<file path="src/rtl/v35_bus_arbiter.sv">
// Two-master arbiter for the V35 sound-CPU external memory bus: WTC wait states,
// one access at a time, round-robin on simultaneous requests, one-clock ack.
// state | meaning
// IDLE  | strobes low, sample requests and latch the winner
// WAIT  | strobe asserted, count programmed wait states on ce_cycle
// XFER  | strobe held until mem_ready
// DONE  | ack pulse to the granted port, record last grant
module v35_bus_arbiter #(
   parameter int ADDR_W     = 20,
   parameter int DATA_W     = 16,
   parameter int B_USES_WTC = 1
) (
   input  logic                clk,
   input  logic                reset,
   input  logic                ce_cycle,
   input  logic [15:0]         wtc,
   input  logic                a_req,
   input  logic                a_we,
   input  logic [DATA_W/8-1:0] a_be,
   input  logic [ADDR_W-1:0]   a_addr,
   input  logic [DATA_W-1:0]   a_wdata,
   output logic                a_ack,
   output logic [DATA_W-1:0]   a_rdata,
   input  logic                b_req,
   input  logic                b_we,
   input  logic [DATA_W/8-1:0] b_be,
   input  logic [ADDR_W-1:0]   b_addr,
   input  logic [DATA_W-1:0]   b_wdata,
   output logic                b_ack,
   output logic [DATA_W-1:0]   b_rdata,
   output logic                mem_rd,
   output logic                mem_wr,
   output logic [DATA_W/8-1:0] mem_be,
   output logic [ADDR_W-1:0]   mem_addr,
   output logic [DATA_W-1:0]   mem_dout,
   input  logic [DATA_W-1:0]   mem_din,
   input  logic                mem_ready
);

   localparam logic [1:0] S_IDLE = 2'd0;
   localparam logic [1:0] S_WAIT = 2'd1;
   localparam logic [1:0] S_XFER = 2'd2;
   localparam logic [1:0] S_DONE = 2'd3;

   logic [1:0] state;
   logic       last_b;
   logic       gnt_b;
   logic       we_q;
   logic [1:0] wait_cnt;
   logic       pick_b;
   logic [1:0] a_waits;
   logic [1:0] b_waits;
   logic       unused_wtc;

   // Regions 6 and 7 share one field; wtc[15:14] is reserved.
   function automatic logic [1:0] region_waits(input logic [2:0] rg, input logic [15:0] w);
      if (rg >= 3'd6) return w[13:12];
      else            return w[{rg, 1'b0} +: 2];
   endfunction

   assign unused_wtc = ^wtc[15:14];

   always_comb begin
      a_waits = region_waits(a_addr[ADDR_W-1 -: 3], wtc);
      b_waits = (B_USES_WTC != 0) ? region_waits(b_addr[ADDR_W-1 -: 3], wtc) : 2'd0;
      pick_b  = b_req && (!a_req || !last_b);
   end

   always_ff @(posedge clk) begin
      if (reset) begin
         state    <= S_IDLE;
         last_b   <= 1'b1;
         gnt_b    <= 1'b0;
         we_q     <= 1'b0;
         wait_cnt <= 2'd0;
         mem_rd   <= 1'b0;
         mem_wr   <= 1'b0;
         mem_be   <= '0;
         mem_addr <= '0;
         mem_dout <= '0;
         a_ack    <= 1'b0;
         b_ack    <= 1'b0;
         a_rdata  <= '0;
         b_rdata  <= '0;
      end else begin
         a_ack <= 1'b0;
         b_ack <= 1'b0;
         case (state)
            S_IDLE: begin
               if (a_req || b_req) begin
                  gnt_b    <= pick_b;
                  we_q     <= pick_b ? b_we : a_we;
                  mem_be   <= pick_b ? b_be : a_be;
                  mem_addr <= pick_b ? b_addr : a_addr;
                  mem_dout <= pick_b ? b_wdata : a_wdata;
                  wait_cnt <= pick_b ? b_waits : a_waits;
                  mem_rd   <= pick_b ? !b_we : !a_we;
                  mem_wr   <= pick_b ? b_we : a_we;
                  state    <= S_WAIT;
               end
            end
            S_WAIT: begin
               if (wait_cnt == 2'd0) state <= S_XFER;
               else if (ce_cycle)    wait_cnt <= wait_cnt - 2'd1;
            end
            S_XFER: begin
               if (mem_ready) begin
                  mem_rd <= 1'b0;
                  mem_wr <= 1'b0;
                  state  <= S_DONE;
                  if (gnt_b) b_ack <= 1'b1;
                  else       a_ack <= 1'b1;
                  if (!we_q) begin
                     if (gnt_b) b_rdata <= mem_din;
                     else       a_rdata <= mem_din;
                  end
               end
            end
            default: begin
               last_b <= gnt_b;
               state  <= S_IDLE;
            end
         endcase
      end
   end

endmodule
</file>
<file path="config.mk">
export PLATFORM = sky130hd
export DESIGN_NAME = v35_bus_arbiter
export DESIGN_NICKNAME = d
export VERILOG_FILES = /design/src/rtl/v35_bus_arbiter.sv
export SDC_FILE = /design/constraint.sdc
export NUM_CORES = 1
export LEC_CHECK = 0
export CAP_MARGIN = 15
export CORE_ASPECT_RATIO = 0.5
export CORE_MARGIN = 1.5
export CORE_UTILIZATION = 42
export CTS_CLUSTER_SIZE = 40
export DETAILED_ROUTE_END_ITERATION = 7
export PLACE_DENSITY_LB_ADDON = 0.1
export SYNTH_ARGS = -nofsm -noshare
export SYNTH_HDL_FRONTEND = slang
export SYNTH_SLANG_ARGS = --single-unit
export TNS_END_PERCENT = 1
</file>
<file path="constraint.sdc">
create_clock -name clk -period 5 [get_ports clk]
set_clock_uncertainty 0.15 [all_clocks]
set_input_delay 1.25 -clock clk [delete_from_list [all_inputs] [get_ports clk]]
set_output_delay 1.25 -clock clk [all_outputs]
set_load 0.05 [all_outputs]
</file>
[After elaboration in Yosys (flattened, before gate mapping)]
Cells that the tools add are included.
Cells by class
  $add $sub $neg: 1
  reduce and logical (&&, ||, !) cells: 19
  bitwise logic cells: 4
  magnitude comparators: 2
  multiplexer cells: 23
  eq/ne operators: 7
  shift operators: 2
Operators by type and width (number)
  $shiftx A16 B5 Y2: 2
  $mux W2: 10
  $mux W20: 1
  $mux W16: 1
  $reduce_and A4 Y1: 3
  $ne A2 B2 Y1 const B: 5
  $mux W1: 7
  $ge A3 B3 Y1 const B: 2
  $pmux W2 S3: 1
  $reduce_and A3 Y1: 2
  $reduce_or A3 Y1: 2
  $logic_not A1 Y1: 4
  $logic_not A2 Y1: 2
  $not A1 Y1: 4
  $pmux W1 S2: 2
  $pmux W2 S2: 1
  $reduce_bool A2 Y1: 2
  $eq A2 B1 Y1 const B: 1
  $eq A2 B2 Y1 const B: 1
  $logic_or A1 B1 Y1: 2
  $reduce_and A2 Y1: 1
  $sub A2 B1 Y2 const B: 1
  $logic_and A1 B1 Y1: 1
Storage, ports and cells
  input bits: 116
  flip-flop bits (word level): 81
  logic and storage cells: 72

[Logic depth before layout (Yosys ltp)]
Gate-level depths: netlist of run 1.
  depth after elaboration: 6
  gate-level depth with buffers: 8

[Least setup slack after synthesis of run 1]
No wires, ideal clock.
  kind: input -> register
  start point: in b_addr[17]
  end point: reg wait_cnt[0]
  setup time: 0.132 ns
  path slack: 2.332 ns
  arrival time: 2.386 ns
  stages: 5
  cells stage by stage: buf_6 -> mux4_2 -> or4_1 -> o2111ai_1 -> o32ai_1
Between the ends
  cells in the longest elaborated chain, start to end: 5
  elaborated cells between the ends (all ways): 6
  those cells by class: order compare: 1; shift: 1; mux: 4
Ends and longest elaborated chain
  start, declared: RTL line 27  | input logic [ADDR_W-1:0] b_addr,
  $shiftx A16 B5 Y2 / $ge A3 B3 Y1 (equally long branches): RTL line 58, 57
  $mux W2 *: RTL line 57  | if (rg >= 3'd6) return w[13:12];
  $mux W2 *: RTL line 96  | wait_cnt <= pick_b ? b_waits : a_waits;
  $mux W2 *: RTL line 90  | if (a_req || b_req) begin
  $pmux W2 S2 *: RTL line 88  | case (state)
  end signal, assigned: RTL line 96
  end signal, assigned: RTL line 104  | else if (ce_cycle) wait_cnt <= wait_cnt - 2'd1;
  end, declared: RTL line 49  | logic [1:0] wait_cnt;
Mark *: on every way between the ends. The rest lies on a longest branch, timed or not. The select of a mux whose other input is x is not followed.
A chain may end at the register's enable or synchronous reset.

[Final worst setup path of run 1]
  start point: in b_req
  end point: reg mem_addr[9]
Between the ends
  cells in the longest elaborated chain, start to end: 2
  elaborated cells between the ends (all ways): 4
  those cells by class: mux: 1; reduce/logical: 3
Ends and longest elaborated chain
  start, declared: RTL line 24  | input logic b_req,
  $logic_and A1 B1 Y1 / $logic_or A1 B1 Y1 (equally long branches): RTL line 66, 90
  $mux W20 / $reduce_and A2 Y1 (equally long branches)
  end signal, assigned: RTL line 94  | mem_addr <= pick_b ? b_addr : a_addr;
  end, declared: RTL line 34  | output logic [ADDR_W-1:0] mem_addr,
Several ways; a longest one is shown, not always the timed one.

==> results.py, run 1 <==
metrics = {
    "clock_tree": {
        "cts_tree": "done",
        "cts_root_buf": "clkbuf_16",
        "ctsResizeCount": 0,
        "cts-hold-fix-buffers": 0,
        "clk_latency_ns": 0.33,
        "cts_setup_buffers": 0,
        "cts_inserted_buffers": 9,
        "h-tree-depth": 3,
        "clockBufferDepth": 2,
        "cts.sinks": 81,
        "clkTransAtPathRegs_ns": 0.06,
    },
    "floorplanning": {
        "die_w_um": 133,
        "initial_utilization": 0.438,
        "die_area_um2": 9050,
        "die_y_um": 68.0,
        "rows": 23,
        "core-area_um2": 8120,
        "io_pins": 190,
    },
    "yosys": {
        "ys_seq_area_frac": 0.456,
        "syn-cell-area_um2": 3550,
        "synth-async-reset-ratio": 0,
        "synth_cell_types": 38,
        "synth_nets": 563,
        "yosys_warnings": 0,
        "synthCells": 442,
        "synth-edff-count": 0,
        "synth-main-ff-cell": "dfxtp_1",
        "synth-seq-cells": 81,
        "syn_avg_cell_area_um2": 8.04,
    },
    "global_routing": {
        "gr-usage-all-layers": 0.214,
        "antenna_found_initial": 0,
        "grt_pass1_vias": 3206,
        "grt_start_max_net_pins": 48,
        "grt_pass1_wl_um": 15200,
        "grt-ovfl-total": 0,
    },
    "critical_path": {
        "crit_chain": "clkdlybuf4s50_1, a21boi_4, buf_4, nand2_1, a311oi_1",
        "cp_num_buf_inv": 2,
        "worstPathRequired_ns": 5.09,
        "cpPeakStageDelay_ns": 0.63,
        "crit_path_start_kind": "primary input",
        "path_max_fanout": 24,
        "critPathTopFamily": "buffers and inverters",
        "worst_setup_path_end_kind": "flop",
        "crit_slowest_cell": "a21boi_4",
        "critPathArrivalTime_ns": 3.16,
        "critical_path_class": "primary input to flop",
    },
    "sta": {
        "post-route-period-util": 0.614,
        "finalWorstSetupSlack_ns": 1.93,
        "fmax_mhz": 325,
        "final-setup-viol-count": 0,
        "worst_pin_slew_ns": 0.987,
        "finalHoldViolations": 0,
        "relSlewSlack": 0.339,
        "slew_viol_final": 0,
        "tns_ns": 0,
        "min_period_ns": 3.07,
        "rsz0062_at_grt": "false",
    },
    "run": {
        "max_cap_viol_count": 0,
    },
    "run_status": {
        "status": "finished clean",
    },
    "route": {
        "drc": 0,
        "dr_total_vias": 3617,
        "first_iter_violations": 128,
        "vias_per_cell": 4.98,
        "drtAntennaViolNets": 0,
        "wl_per_cell_um": 13.4,
        "firstDrtPassIters": 4,
        "wirelength_um": 9730,
    },
    "power_and_ir_drop": {
        "p_leak_nw": 2.13,
        "power_density_nw_per_um2": 502,
        "ir_worst_vdd_uv": 237,
    },
    "placed_design": {
        "hpwl_um": 6830,
        "dp_slack_ns": 1.56,
        "place_congestion": 0.738,
        "numPortBuffers": 187,
    },
    "final_layout": {
        "finalNetCount": 730,
        "final_common_cell": "clkdlybuf4s50_1",
        "diodes": 0,
        "syn2layout_area_growth_pct": 62.9,
        "final_cell_mix": "clkdlybuf4s50_1, nand2_1, dfxtp_1",
        "drive_gt1_frac": 0.0521,
    },
    "min_path": {
        "hold_class": "flop to flop",
    },
}
-- final cells by class --
cell class                 instances  area, um^2
timing repair buffer             191        1900
tap                              112         140
fill                             678        2330
inverter                           6        22.5
clock buffer                      10         229
clock inverter                     6         115
multi-input combinational        320        1760
sequential                        81        1620
-- state kept, by name (all words and copies together) (netlist names), 2 cells and up --
register	cells
a_rdata	16
b_rdata	16
mem_addr	20
mem_be	2
mem_dout	16
state	2
wait_cnt	2
-- cell usage after synthesis, types with 4 or more instances --
master	count	share of area
nand2_1	148	0.16
dfxtp_1	81	0.46
nor2_1	43	0.045
a311oi_1	38	0.094
a21oi_1	34	0.048
clkbuf_1	25	0.026
mux2i_1	8	0.023
buf_2	6	0.0085
inv_1	6	0.0063
ha_1	5	0.018
mux4_2	4	0.025
nand2b_1	4	0.0070
o21ai_0	4	0.0056
-- layer usage --
layer	GRT usage	part of all wire	up-vias
met3	0.0881	0.078	13
met1	0.245	0.43	1629
li1	-	-	1862
met2	0.375	0.47	113
met4	0.0673	0.016	0
met5	0	0	-
-- through the flow --
step	std cells	hold slack, ns	util	instance area, um^2	power, mW
finish	726	0.302	0.713	5790	2.91
global route	726	0.326	0.713	5790	3.05
CTS	726	0.304	0.713	5790	2.93
detailed placement	710	0.296	0.671	5450	2.17
global placement	710	0.291	0.671	5450	2.16
floorplan	442	0.316	-	3550	1.74
-- report_power, final --
group / internal (mW) / switching [mW]
clock network: 0.491 / 0.265
logic: 0.467 / 0.806
registers: 0.797 / 0.0808
-- cell families (layout without fill, tap and decap cells) --
group | count (synthesis) | count (layout) | share of synthesized area
AO/OA/AOI/OAI | 93 | 93 | 0.188
adder cells (fa/ha/maj) | 5 | 5 | 0.0176
buffers and inverters | 41 | 213 | 0.0496
flip-flops | 81 | 81 | 0.456
multiplexers | 12 | 12 | 0.0479
AND/OR/NAND/NOR | 210 | 210 | 0.241
-- path summary, 6_finish.rpt --
path / start / endpoint / slack (ns) / cells past startpoint
max reg2reg: state[0] / b_rdata[4] / 2.80 / 6
min: b_rdata[2] / b_rdata[2] / 0.30 / 2
max: b_req / mem_addr[9] / 1.93 / 5
min reg2reg: b_rdata[2] / b_rdata[2] / 0.30 / 2
-- tightest hold or removal path: cells and delay by family, from the launching register on --
family           cells  cell delay (ns)
AO/OA/AOI/OAI        1             0.05
flip-flops           1             0.31
AND/OR/NAND/NOR      1             0.05
Power figures use the tool's default switching activity.
==> run 2: changes to the inputs <==
Settings changed: CORE_UTILIZATION 42 to 35.
Clock period 5 ns to 2.6 ns, I/O delays scaled along.
==> results.py, run 2 (synthesis gave the netlist of run 1 again) <==
metrics = {
    "clock_tree": {
        "h-tree-depth": 3,
        "cts_tree": "done",
        "cts.sinks": 81,
        "clk_latency_ns": 0.33,
        "clkTransAtPathRegs_ns": 0.06,
        "cts_root_buf": "clkbuf_16",
        "cts_setup_buffers": 0,
        "cts-hold-fix-buffers": 0,
        "cts_inserted_buffers": 9,
        "ctsResizeCount": 0,
        "clockBufferDepth": 2,
    },
    "critical_path": {
        "critPathArrivalTime_ns": 1.51,
        "cpPeakStageDelay_ns": 0.84,
        "path_max_fanout": 2,
        "crit_path_start_kind": "flop",
        "critical_path_class": "flop to primary output",
        "cp_num_buf_inv": 1,
        "crit_slowest_cell": "clkdlybuf4s50_1",
        "crit_chain": "clkdlybuf4s50_1",
        "worstPathRequired_ns": 1.80,
        "critPathTopFamily": "buffers and inverters",
        "worst_setup_path_end_kind": "primary output",
    },
    "floorplanning": {
        "die_y_um": 74.3,
        "die_area_um2": 10800,
        "rows": 25,
        "core-area_um2": 9670,
        "initial_utilization": 0.368,
        "die_w_um": 145,
        "io_pins": 190,
    },
    "run_status": {
        "status": "finished clean",
    },
    "route": {
        "vias_per_cell": 4.80,
        "drc": 0,
        "wl_per_cell_um": 13.8,
        "wirelength_um": 10600,
        "dr_total_vias": 3674,
        "firstDrtPassIters": 4,
        "drtAntennaViolNets": 0,
        "first_iter_violations": 121,
    },
    "global_routing": {
        "grt_pass1_wl_um": 17300,
        "gr-usage-all-layers": 0.204,
        "grt_pass1_vias": 3447,
        "antenna_found_initial": 0,
        "grt_start_max_net_pins": 50,
        "grt-ovfl-total": 0,
    },
    "power_and_ir_drop": {
        "power_mw": 5.51,
        "ir_worst_vdd_uv": 432,
        "power_density_nw_per_um2": 928,
        "p_leak_nw": 2.20,
    },
    "sta": {
        "rsz0062_at_grt": "false",
        "fmax_mhz": 432,
        "relSlewSlack": 0.596,
        "tns_ns": 0,
        "slew_viol_final": 0,
        "post-route-period-util": 0.890,
        "worst_pin_slew_ns": 0.607,
        "final-setup-viol-count": 0,
        "whs_ns": 0.304,
        "min_period_ns": 2.31,
        "finalHoldViolations": 0,
    },
    "placed_design": {
        "numPortBuffers": 187,
        "place_congestion": 0.800,
        "postPlaceCellArea_um2": 5630,
        "hpwl_um": 7730,
    },
    "final_layout": {
        "finalNetCount": 747,
        "diodes": 0,
        "top_register": "mem_addr",
        "syn2layout_area_growth_pct": 67.1,
        "largest_register_ffs": 20,
        "utilization": 0.614,
        "fin_area_um2": 5940,
        "final_common_cell": "clkdlybuf4s50_1",
        "final_cell_mix": "clkdlybuf4s50_1, nand2_1, dfxtp_1",
        "drive_gt1_frac": 0.0792,
    },
    "min_path": {
        "hold_class": "flop to flop",
    },
    "run": {
        "max_cap_viol_count": 0,
    },
}
-- run 2: changes by cell type in the layout (fill, tap and decap cells not counted), sizes merged --
cell / change
clkbuf: -1
clkinvlp: +1
clkinv: -1
buf: +17
bufinv: -2
inv: +3
-- run 2: final timing paths --
check | end | cells past startpoint | startpoint | slack, ns
setup / recovery | a_rdata[10] | 1 | a_rdata[10] | 0.29
hold / removal | a_rdata[0] | 2 | a_rdata[0] | 0.30
setup reg to reg | wait_cnt[1] | 6 | state[0] | 0.67
hold reg to reg | a_rdata[0] | 2 | a_rdata[0] | 0.30
-- run 2: where the power goes --
| part | leakage [nW] | total (mW) | internal (mW) | switching [mW] |
|---|---|---|---|---|
| combinational | 1.39 | 2.51 | 0.939 | 1.57 |
| sequential | 0.664 | 1.69 | 1.53 | 0.156 |
| clock | 0.146 | 1.31 | 0.764 | 0.549 |
| total | 2.20 | 5.51 | 3.24 | 2.27 |
-- run 2: per-stage QoR --
stage / std cells / worst slack (ns)
global placement: 750 / -0.0156
floorplan: 442 / 0.532
global route: 766 / 0.216
detailed placement: 750 / -0.0468
CTS: 766 / 0.266
finish: 766 / 0.287
-- run 2: tightest hold or removal path: stages, from the launching register on --
cell	delay, ns
dfxtp_1	0.31
nand2_1	0.05
a21oi_1	0.05
-- run 2: area by class of cell --
type                    instances  area (um^2)
clock buffers                   9          225
clock inverters                 7         85.1
fillers                       884         3730
inverters                       6         22.5
multi-input cells             320         1760
flip-flops and latches         81         1620
well taps                     135          169
repair buffers                208         2050
-- run 2: layer usage --
metal,share of wire,routed length (um),global-route usage,vias up
met5,0,0,0,-
met4,0.013,140,0.0669,0
met3,0.066,696,0.0706,11
met2,0.45,4800,0.342,109
met1,0.47,4970,0.252,1662
li1,-,-,-,1892
